--- src/rtl/plot_arbiter.sv ---
// plot_arbiter: four-player round-robin pixel arbiter and 160x120 clear sweeper feeding vga_adapter.
// The clear sweep is compiled in only when PLOT_CLEAR_EN is defined.
module plot_arbiter (
    input  logic        CLOCK_50,
    input  logic        resetn,
    input  logic [3:0]  req,
    input  logic [14:0] p1,
    input  logic [14:0] p2,
    input  logic [14:0] p3,
    input  logic [14:0] p4,
    input  logic        clear_req,
    input  logic [2:0]  clear_colour,
    output logic [3:0]  gnt,
    output logic        busy_clear,
    output logic [7:0]  x,
    output logic [6:0]  y,
    output logic [2:0]  colour,
    output logic        plot
);
    logic [1:0]  ptr, pick;
    logic [3:0]  elig, gnt_d;
    logic        found, grant, in_clear, clear_go, last_px, plot_d;
    logic [14:0] pos;
    logic [7:0]  x_d;
    logic [6:0]  y_d;
    logic [2:0]  colour_d, pcol;

    assign last_px = x == 8'd159 && y == 7'd119;

`ifdef PLOT_CLEAR_EN
    typedef enum logic {IDLE, CLEAR} state_t;
    state_t state, next_state;

    always_ff @(posedge CLOCK_50)
        state <= !resetn ? IDLE : next_state;

    always_comb
        next_state = state == IDLE ? (clear_req ? CLEAR : IDLE) : (last_px ? IDLE : CLEAR);

    assign in_clear = state == CLEAR;
    assign clear_go = state == IDLE && clear_req;
`else
    logic unused_clear_req;
    assign unused_clear_req = clear_req;
    assign in_clear = 1'b0;
    assign clear_go = 1'b0;
`endif

    assign busy_clear = in_clear;

    // Last cycle's grantee is masked so a requester dropping req on gnt gets one pixel.
    assign elig = req & ~gnt;

    // Scan offsets downward so the player nearest after ptr wins.
    always_comb begin
        pick = ptr;
        found = 1'b0;
        for (int i = 4; i >= 1; i--)
            if (elig[ptr + 2'(i)]) begin
                pick = ptr + 2'(i);
                found = 1'b1;
            end
    end

    assign grant = found && !in_clear && !clear_go;
    assign pos = pick == 2'd0 ? p1 : pick == 2'd1 ? p2 : pick == 2'd2 ? p3 : p4;
    assign pcol = pick == 2'd0 ? 3'b001 : pick == 2'd1 ? 3'b010 : pick == 2'd2 ? 3'b100 : 3'b110;

    // The output x/y registers double as the sweep counters.
    always_comb begin
        x_d = x;
        y_d = y;
        colour_d = colour;
        plot_d = 1'b0;
        gnt_d = 4'b0000;
        if (clear_go) begin
            x_d = 8'd0;
            y_d = 7'd0;
            colour_d = clear_colour;
            plot_d = 1'b1;
        end else if (in_clear) begin
            if (!last_px) begin
                x_d = x == 8'd159 ? 8'd0 : x + 8'd1;
                y_d = x == 8'd159 ? y + 7'd1 : y;
                plot_d = 1'b1;
            end
        end else if (grant) begin
            x_d = pos[14:7];
            y_d = pos[6:0];
            colour_d = pcol;
            plot_d = pos[14:7] <= 8'd159 && pos[6:0] <= 7'd119;
            gnt_d = 4'b0001 << pick;
        end
    end

    always_ff @(posedge CLOCK_50)
        if (!resetn) begin
            x <= 8'd0;
            y <= 7'd0;
            colour <= 3'd0;
            plot <= 1'b0;
            gnt <= 4'b0000;
            ptr <= 2'd3;
        end else begin
            x <= x_d;
            y <= y_d;
            colour <= colour_d;
            plot <= plot_d;
            gnt <= gnt_d;
            if (grant)
                ptr <= pick;
        end
endmodule

--- config.mk ---
export PLATFORM = sky130hd
export DESIGN_NAME = plot_arbiter
export DESIGN_NICKNAME = d
export VERILOG_FILES = /design/src/rtl/plot_arbiter.sv
export SDC_FILE = /design/constraint.sdc
export NUM_CORES = 1
export LEC_CHECK = 0
export CORE_AREA = 2 2 69 71
export CTS_CLUSTER_SIZE = 30
export DETAILED_ROUTE_END_ITERATION = 7
export DIE_AREA = 0 0 71 73
export GPL_ROUTABILITY_DRIVEN = 0
export GPL_TIMING_DRIVEN = 0
export PLACE_DENSITY = 0.78
export SLEW_MARGIN = 20
export SYNTH_ARGS = -nofsm -noshare
export SYNTH_HDL_FRONTEND = slang
export SYNTH_SLANG_ARGS = --single-unit
--- constraint.sdc ---
create_clock -name CLOCK_50 -period 2.31 [get_ports CLOCK_50]
set_clock_uncertainty 0.1 [all_clocks]
set_input_delay 0.3465 -clock CLOCK_50 [delete_from_list [all_inputs] [get_ports CLOCK_50]]
set_output_delay 0.3465 -clock CLOCK_50 [all_outputs]
set_load 0.05 [all_outputs]
==> reports/results.ini <==
[outcome]
outcome=completed

[power]
vdd_drop_max_v=0.000460
p_sw_uw=1160
seq_power_share_pct=23.8
p_int_uw=1450
p_comb_share_pct=66.5
power.leakage_uw=0.00114
p_clk_share_pct=9.7
power-per-cell-area_nw_per_um2=928
switching_share_pct=44.4

[die]
die_h_um=73
io_pins=94
fp.dieW_um=71
initial_utilization_pct=36.0
num_rows=25
dieArea_um2=5180
coreArea_um2=4540

[sta]
setup_viol_count_final=0
tightest_slew_ns=0.763
fin_ws_ns=0.0998
fin_crit_sh_pct=95.7
relSlewSlack_pct=48.9
period_needed_ns=2.21
rsz0062_at_grt=no
slew_viol_final=0
max_freq_mhz=452
fin_tns_setup_ns=0
finalHoldViolations=0

[critical_path]
slowest_stage=clkdlybuf4s50_1
reg2reg_setup_slack_ns=0.17
crit_required_ns=2.41
start_kind=primary input
rr_endpoint=plot
cp-end-kind=flop
crit_fanout=10
r2r_start=ptr[0]
worstPathCellList=clkdlybuf4s50_1 -> nor2b_2 -> o22ai_1 -> mux2_4 -> nor2_4 -> buf_4 -> mux2_2 -> o21ai_1
cp.buffers_inverters=2
cp.arrival_ns=2.31
reg2regPathDepth=5
worstSetupPathType=primary input to flop
cpPeakStageDelay_ns=0.48
critPathTopFamily=multiplexers

[global_route]
use_met1_pct=24.9
grt_max_degree=15
overflow=0
antenna_found_initial=0
grt_util_met3_pct=3.18
gr-max-usage-layer=met2
grt_pass1_vias=1727
grt.total_usage_pct=19.2
gr-usage-met2_pct=33.9
grt_pass1_wl_um=8160

[finish]
nNetsFinal=349
fillers=382
regArea_um2=504
multi_input_area_um2=1100
layout-drive-gt1-share_pct=20.5
stdcell_count=332
antennaDiodeCount=0
area.growth.synth_to_final_pct=72.2

[cts]
insertion_delay_ns=0.26
cts_buffers=3
clock_sinks=25
cts_buffer_depth=2
clk_pin_slew_ns=0.08
htreeDepth=1
clock-root-buffer=clkbuf_8
cts_tree=yes

[synthesis]
synth_nets=247
synth-edff-count=0
postSynthAreaPerCell_um2=9.22
synth_area_leaders=dfxtp_1 31%, mux2i_1 15%, mux2_2 9.0%
syn_area_um2=1630
async_flop_share_pct=0
yosysTopAreaCell=dfxtp_1
synth_cell_types=43
synth.yosys.warnings=0
syn-instance-count=177
synth_seq_area_share_pct=30.7
ys_ff_latch=25
synth_flop_cell=dfxtp_1
ys_top_cells_by_count=25 x dfxtp_1, 25 x mux2i_1, 13 x mux2_2, 13 x nand3_1, 10 x nand2_1
synth_top_cell_area_share_pct=30.7

[hold_path]
min_path_cells=2
hp-start=x[7]
min_path_type=flop to flop
hold-path-endpoint=x[7]

[drt]
drt_wl_total_um=4960
drtIter0Drc=100
drcViolationCount=0
dr_total_vias=1745
ant_nets=0
wl_per_cell_um=15.0
drtPass1Iterations=4
vias_per_cell=5.26

[placed_design]
dp.cells=319
post-place-ws_ns=-0.516
dp_hpwl_um=3760
io_buffers=88

[flow_run]
cap_violations=0

## state kept, by name (all words and copies together) (netlist names)
| signal | cells |
|---|---|
| plot | 1 |
| gnt | 4 |
| x | 8 |
| y | 7 |
| ptr | 2 |
| colour | 3 |
## metal layers
layer	vias up	share of wire (%)	wire length (um)
met4	0	0.42	21
met3	4	6.4	320
met2	62	48	2410
met1	812	45	2220
met5	-	0	0
li1	867	-	-
## worst max path at each step
stage,start,end,cells after the start
final,req[0],x[6],8
after global routing,req[0],y[2],8
after CTS,req[1],x[6],9
after detailed placement,req[0],x[6],8
after global placement,req[0],x[6],8
after floorplan,gnt[1],x[5],8
## final cells by class
type                    count  share of cell area [%]
well taps                  54                    2.40
multi-input cells         133                    39.1
clock buffers               3                    1.47
inverters                   8                    1.07
clock inverters             1                   0.178
plain buffers              11                    3.21
flip-flops and latches     25                    17.9
repair buffers             97                    34.6
## stage by stage
| stage | total power (uW) | hold slack [ns] | utilization [%] | area, um^2 |
|---|---|---|---|---|
| 4_1_cts | 2480 | 0.361 | 58.9 | 2670 |
| 5_1_grt | 2740 | 0.383 | 62.0 | 2810 |
| 6_report | 2610 | 0.360 | 62.0 | 2810 |
| 3_3_place_gp | 2170 | 0.342 | 57.0 | 2580 |
| 2_1_floorplan | 1710 | 0.385 | - | 1640 |
| 3_5_place_dp | 2190 | 0.349 | 57.0 | 2580 |
## worst reg2reg max path, stage by stage, from the launching register on
cell       delay, ns
dfxtp_1         0.50
inv_2           0.10
nor3_2          0.65
a211oi_2        0.13
a2111oi_2       0.45
a221oi_2        0.10
## cell families (layout without fill, tap and decap cells)
kind of cell / after synthesis / in the layout / synth area share (%)
flops: 25 / 25 / 30.7
other cells: 1 / 1 / 0.230
compound gates: 49 / 49 / 24.8
simple gates: 45 / 45 / 13.8
mux: 38 / 38 / 24.3
buf+inv: 19 / 120 / 6.21
## cells in the final DEF, fill, tap and decap left out, types with 3 or more instances in the layout
| master | Yosys | final |
|---|---|---|
| buf_4 | 1 | 9 |
| inv_1 | 6 | 6 |
| nor3_1 | 5 | 5 |
| nor2_1 | 6 | 6 |
| o21ai_1 | 5 | 5 |
| clkbuf_8 | 0 | 3 |
| a21oi_1 | 7 | 7 |
| dfxtp_2 | 0 | 3 |
| buf_6 | 3 | 3 |
| nand2_1 | 10 | 10 |
| clkdlybuf4s50_1 | 0 | 85 |
| o21ai_0 | 5 | 5 |
| nand2b_1 | 3 | 3 |
| mux2_2 | 13 | 11 |
| dlymetal6s2s_1 | 0 | 3 |
| o211a_1 | 3 | 3 |
| o211ai_1 | 7 | 7 |
| mux2i_1 | 25 | 24 |
| dfxtp_1 | 25 | 22 |
| nand3_1 | 13 | 13 |
## power groups by stage
stage	registers [uW]	logic (uW)	clock network [uW]
after floorplan	981	731	0
after global placement	623	1550	0
after detailed placement	624	1570	0
after CTS	618	1610	257
after global routing	635	1840	267
final	620	1730	253
## repair_timing
action	in CTS	in global routing
pin swaps	2	8
hold buffers	0	0
gates resized for setup	6	19
buffers inserted	2	7
setup endpoints to repair	11	17
Note: power is estimated with default switching activity, not from simulation.
==> RTL change: new RTL, config.mk and constraints unchanged <==
Build with the macro `PLOT_CLEAR_EN` defined.
--- a/src/rtl/plot_arbiter.sv
+++ b/src/rtl/plot_arbiter.sv
@@ -1,4 +1,6 @@
 // plot_arbiter: four-player round-robin pixel arbiter and 160x120 clear sweeper feeding vga_adapter.
 // The clear sweep is compiled in only when PLOT_CLEAR_EN is defined.
+`define PLOT_CLEAR_EN
+
 module plot_arbiter (
     input  logic        CLOCK_50,
Behaviour: not the same (Yosys sat finds a counterexample within 4 cycles, from zero or initial values and one cycle with resetn low).
==> RTL change against the original RTL <==
- the run now ends with setup timing left
- wire length up 27%
- register-to-register slack got worse by 200 ps
- hold slack improved by 39 ps
- first-iteration DRC count up 75%
- worst setup slack got worse by 130 ps
- design area increased by 13%
- critical path depth unchanged
- synthesized area increased by 17%
- die area unchanged
- count of clock-buffer cells in the layout increased by 1
- synthesized cell count up 21%
- sequential cell count is 1 higher
- critical path type is now flop to flop
- highest routed layer unchanged
Power is not compared: it rests on default switching activity, and its combinational part moved more than twofold at a synthesized area within 25%.
==> RTL change: results (changes against the original RTL) <==
The flow ran to the end, but the final reports show violations. The checks that failed: setup timing. The tools report the first-pass GRT wire length as 9.93 mm (was 8.16 mm). Commonest cells post-synth: 26 x dfxtp_1, 21 x nor2_1, 17 x a21oi_1, 17 x nand2_1, 12 x mux2i_1 (was 25 x dfxtp_1, 25 x mux2i_1, 13 x mux2_2, 13 x nand3_1, 10 x nand2_1). Total setup violations reported at the end of the flow: 1 (was 0). The worst setup path endpoint is plot (was x[6]). The maximum fanout along the worst path came out at 5 (was 10). The logs give 6.29 mm (was 4.96 mm) for the final routed wirelength across all metal layers and 286 (was 247) for the number of nets in the synthesized netlist. The tools report the length of routed met2 wiring as 3.27 mm (was 2.41 mm). Number of buffers inserted by port buffering: 93 (was 88). The tools report the met2 usage as 44.3% (was 33.9%). The ratio of cells with drive above 1 in the final layout is 21.6% (was 20.5%). The tools report the unique cell type count in the Yosys netlist as 55 (was 43). Sink of the worst hold path: colour[1] (was x[7]).

For the violation count after the first detailed-routing iteration, the log shows 175 (was 100). The proportion of synthesized chip area in sequential cells is 27.4% (was 30.7%), and the average cell area after synthesis is 8.89 sq um (was 9.22 sq um). The actual transition at the worst max-transition pin was 889 ps (was 763 ps); the setup TNS after final layout was -30.7 ps (was 0 ps). The worst-case hold slack is 399 ps (was 360 ps), and the post-CTS resize count is 24 (was 6).

The logs give 280 ps (was 260 ps) for the clock insertion delay at the later pin of the skew report and 2104 (was 1745) for the detailed-route via count. The count of filler cells inserted in the layout came out at 379 (was 382). The final critical-path setup slack is -30.7 ps (was 99.8 ps). The logs give 2930 sq um (was 2580 sq um) for the cell area reported after detailed placement and 16 (was 15) for the largest net degree at the start of global routing. The number of cells traversed by the worst hold path was 2 (unchanged); the wire length on met1 was 2.57 mm (was 2.22 mm). Highest-delay cell along the critical path: or4_4 (was clkdlybuf4s50_1).

The sum of met3 wire segment lengths after detailed routing came out at 290 um (was 320 um). The worst reg2reg path depth came out at 8 (was 5). The launch instance of the worst min-delay path is colour[1] (was x[7]).

The cell count after placement was 361 (was 319). The minimum setup slack after placement is -639 ps (was -516 ps), and the detailed placer's ending HPWL is 4.76 mm (was 3.76 mm). The top cell family by delay on the critical path is simple AND/OR/NAND/NOR gates (was multiplexers). The startpoint of the worst register-to-register path is ptr[0] (unchanged).

The tools report the nature of the critical path startpoint as a flop (was a primary input). The data arrival time of the worst path was 2410 ps (was 2310 ps); the number of standard cells in the layout, taps in and fillers out was 373 (was 332). The final-stage net count came out at 392 (was 349). Top post-synthesis cells by area: dfxtp_1 27%, mux4_2 12%, mux2i_1 6.3% (was dfxtp_1 31%, mux2i_1 15%, mux2_2 9.0%).
RTL change: changes by cell type after synthesis, moves of 6 or more:
cell	unedited run	this run
a31oi_1	0	7
mux4_2	0	10
o21ai_0	5	11
a21oi_1	7	17
mux2i_1	25	12
mux2_2	13	4
nor2_1	6	21
nand2_1	10	17
RTL change: cell type report:
cell class	instances	area share [%]
buffer	10	2.37
clock buffer	4	2.09
inverter	4	0.474
multi-input combinational	173	43.6
sequential	26	17.2
tap	54	2.13
timing repair buffer	102	32.1
RTL change: kinds of logic (layout without fill, tap and decap cells):
logic type / after synthesis / in the layout / share of synthesized area (%)
AOI/OAI and AO/OA: 57 / 57 / 19.9
xor gates and xnor gates: 1 / 1 / 0.461
adders and majority gates: 2 / 2 / 1.32
buffers and inverters: 15 / 120 / 4.21
DFF: 26 / 26 / 27.4
muxes: 28 / 28 / 22.7
and+or+nand+nor: 85 / 85 / 24.0
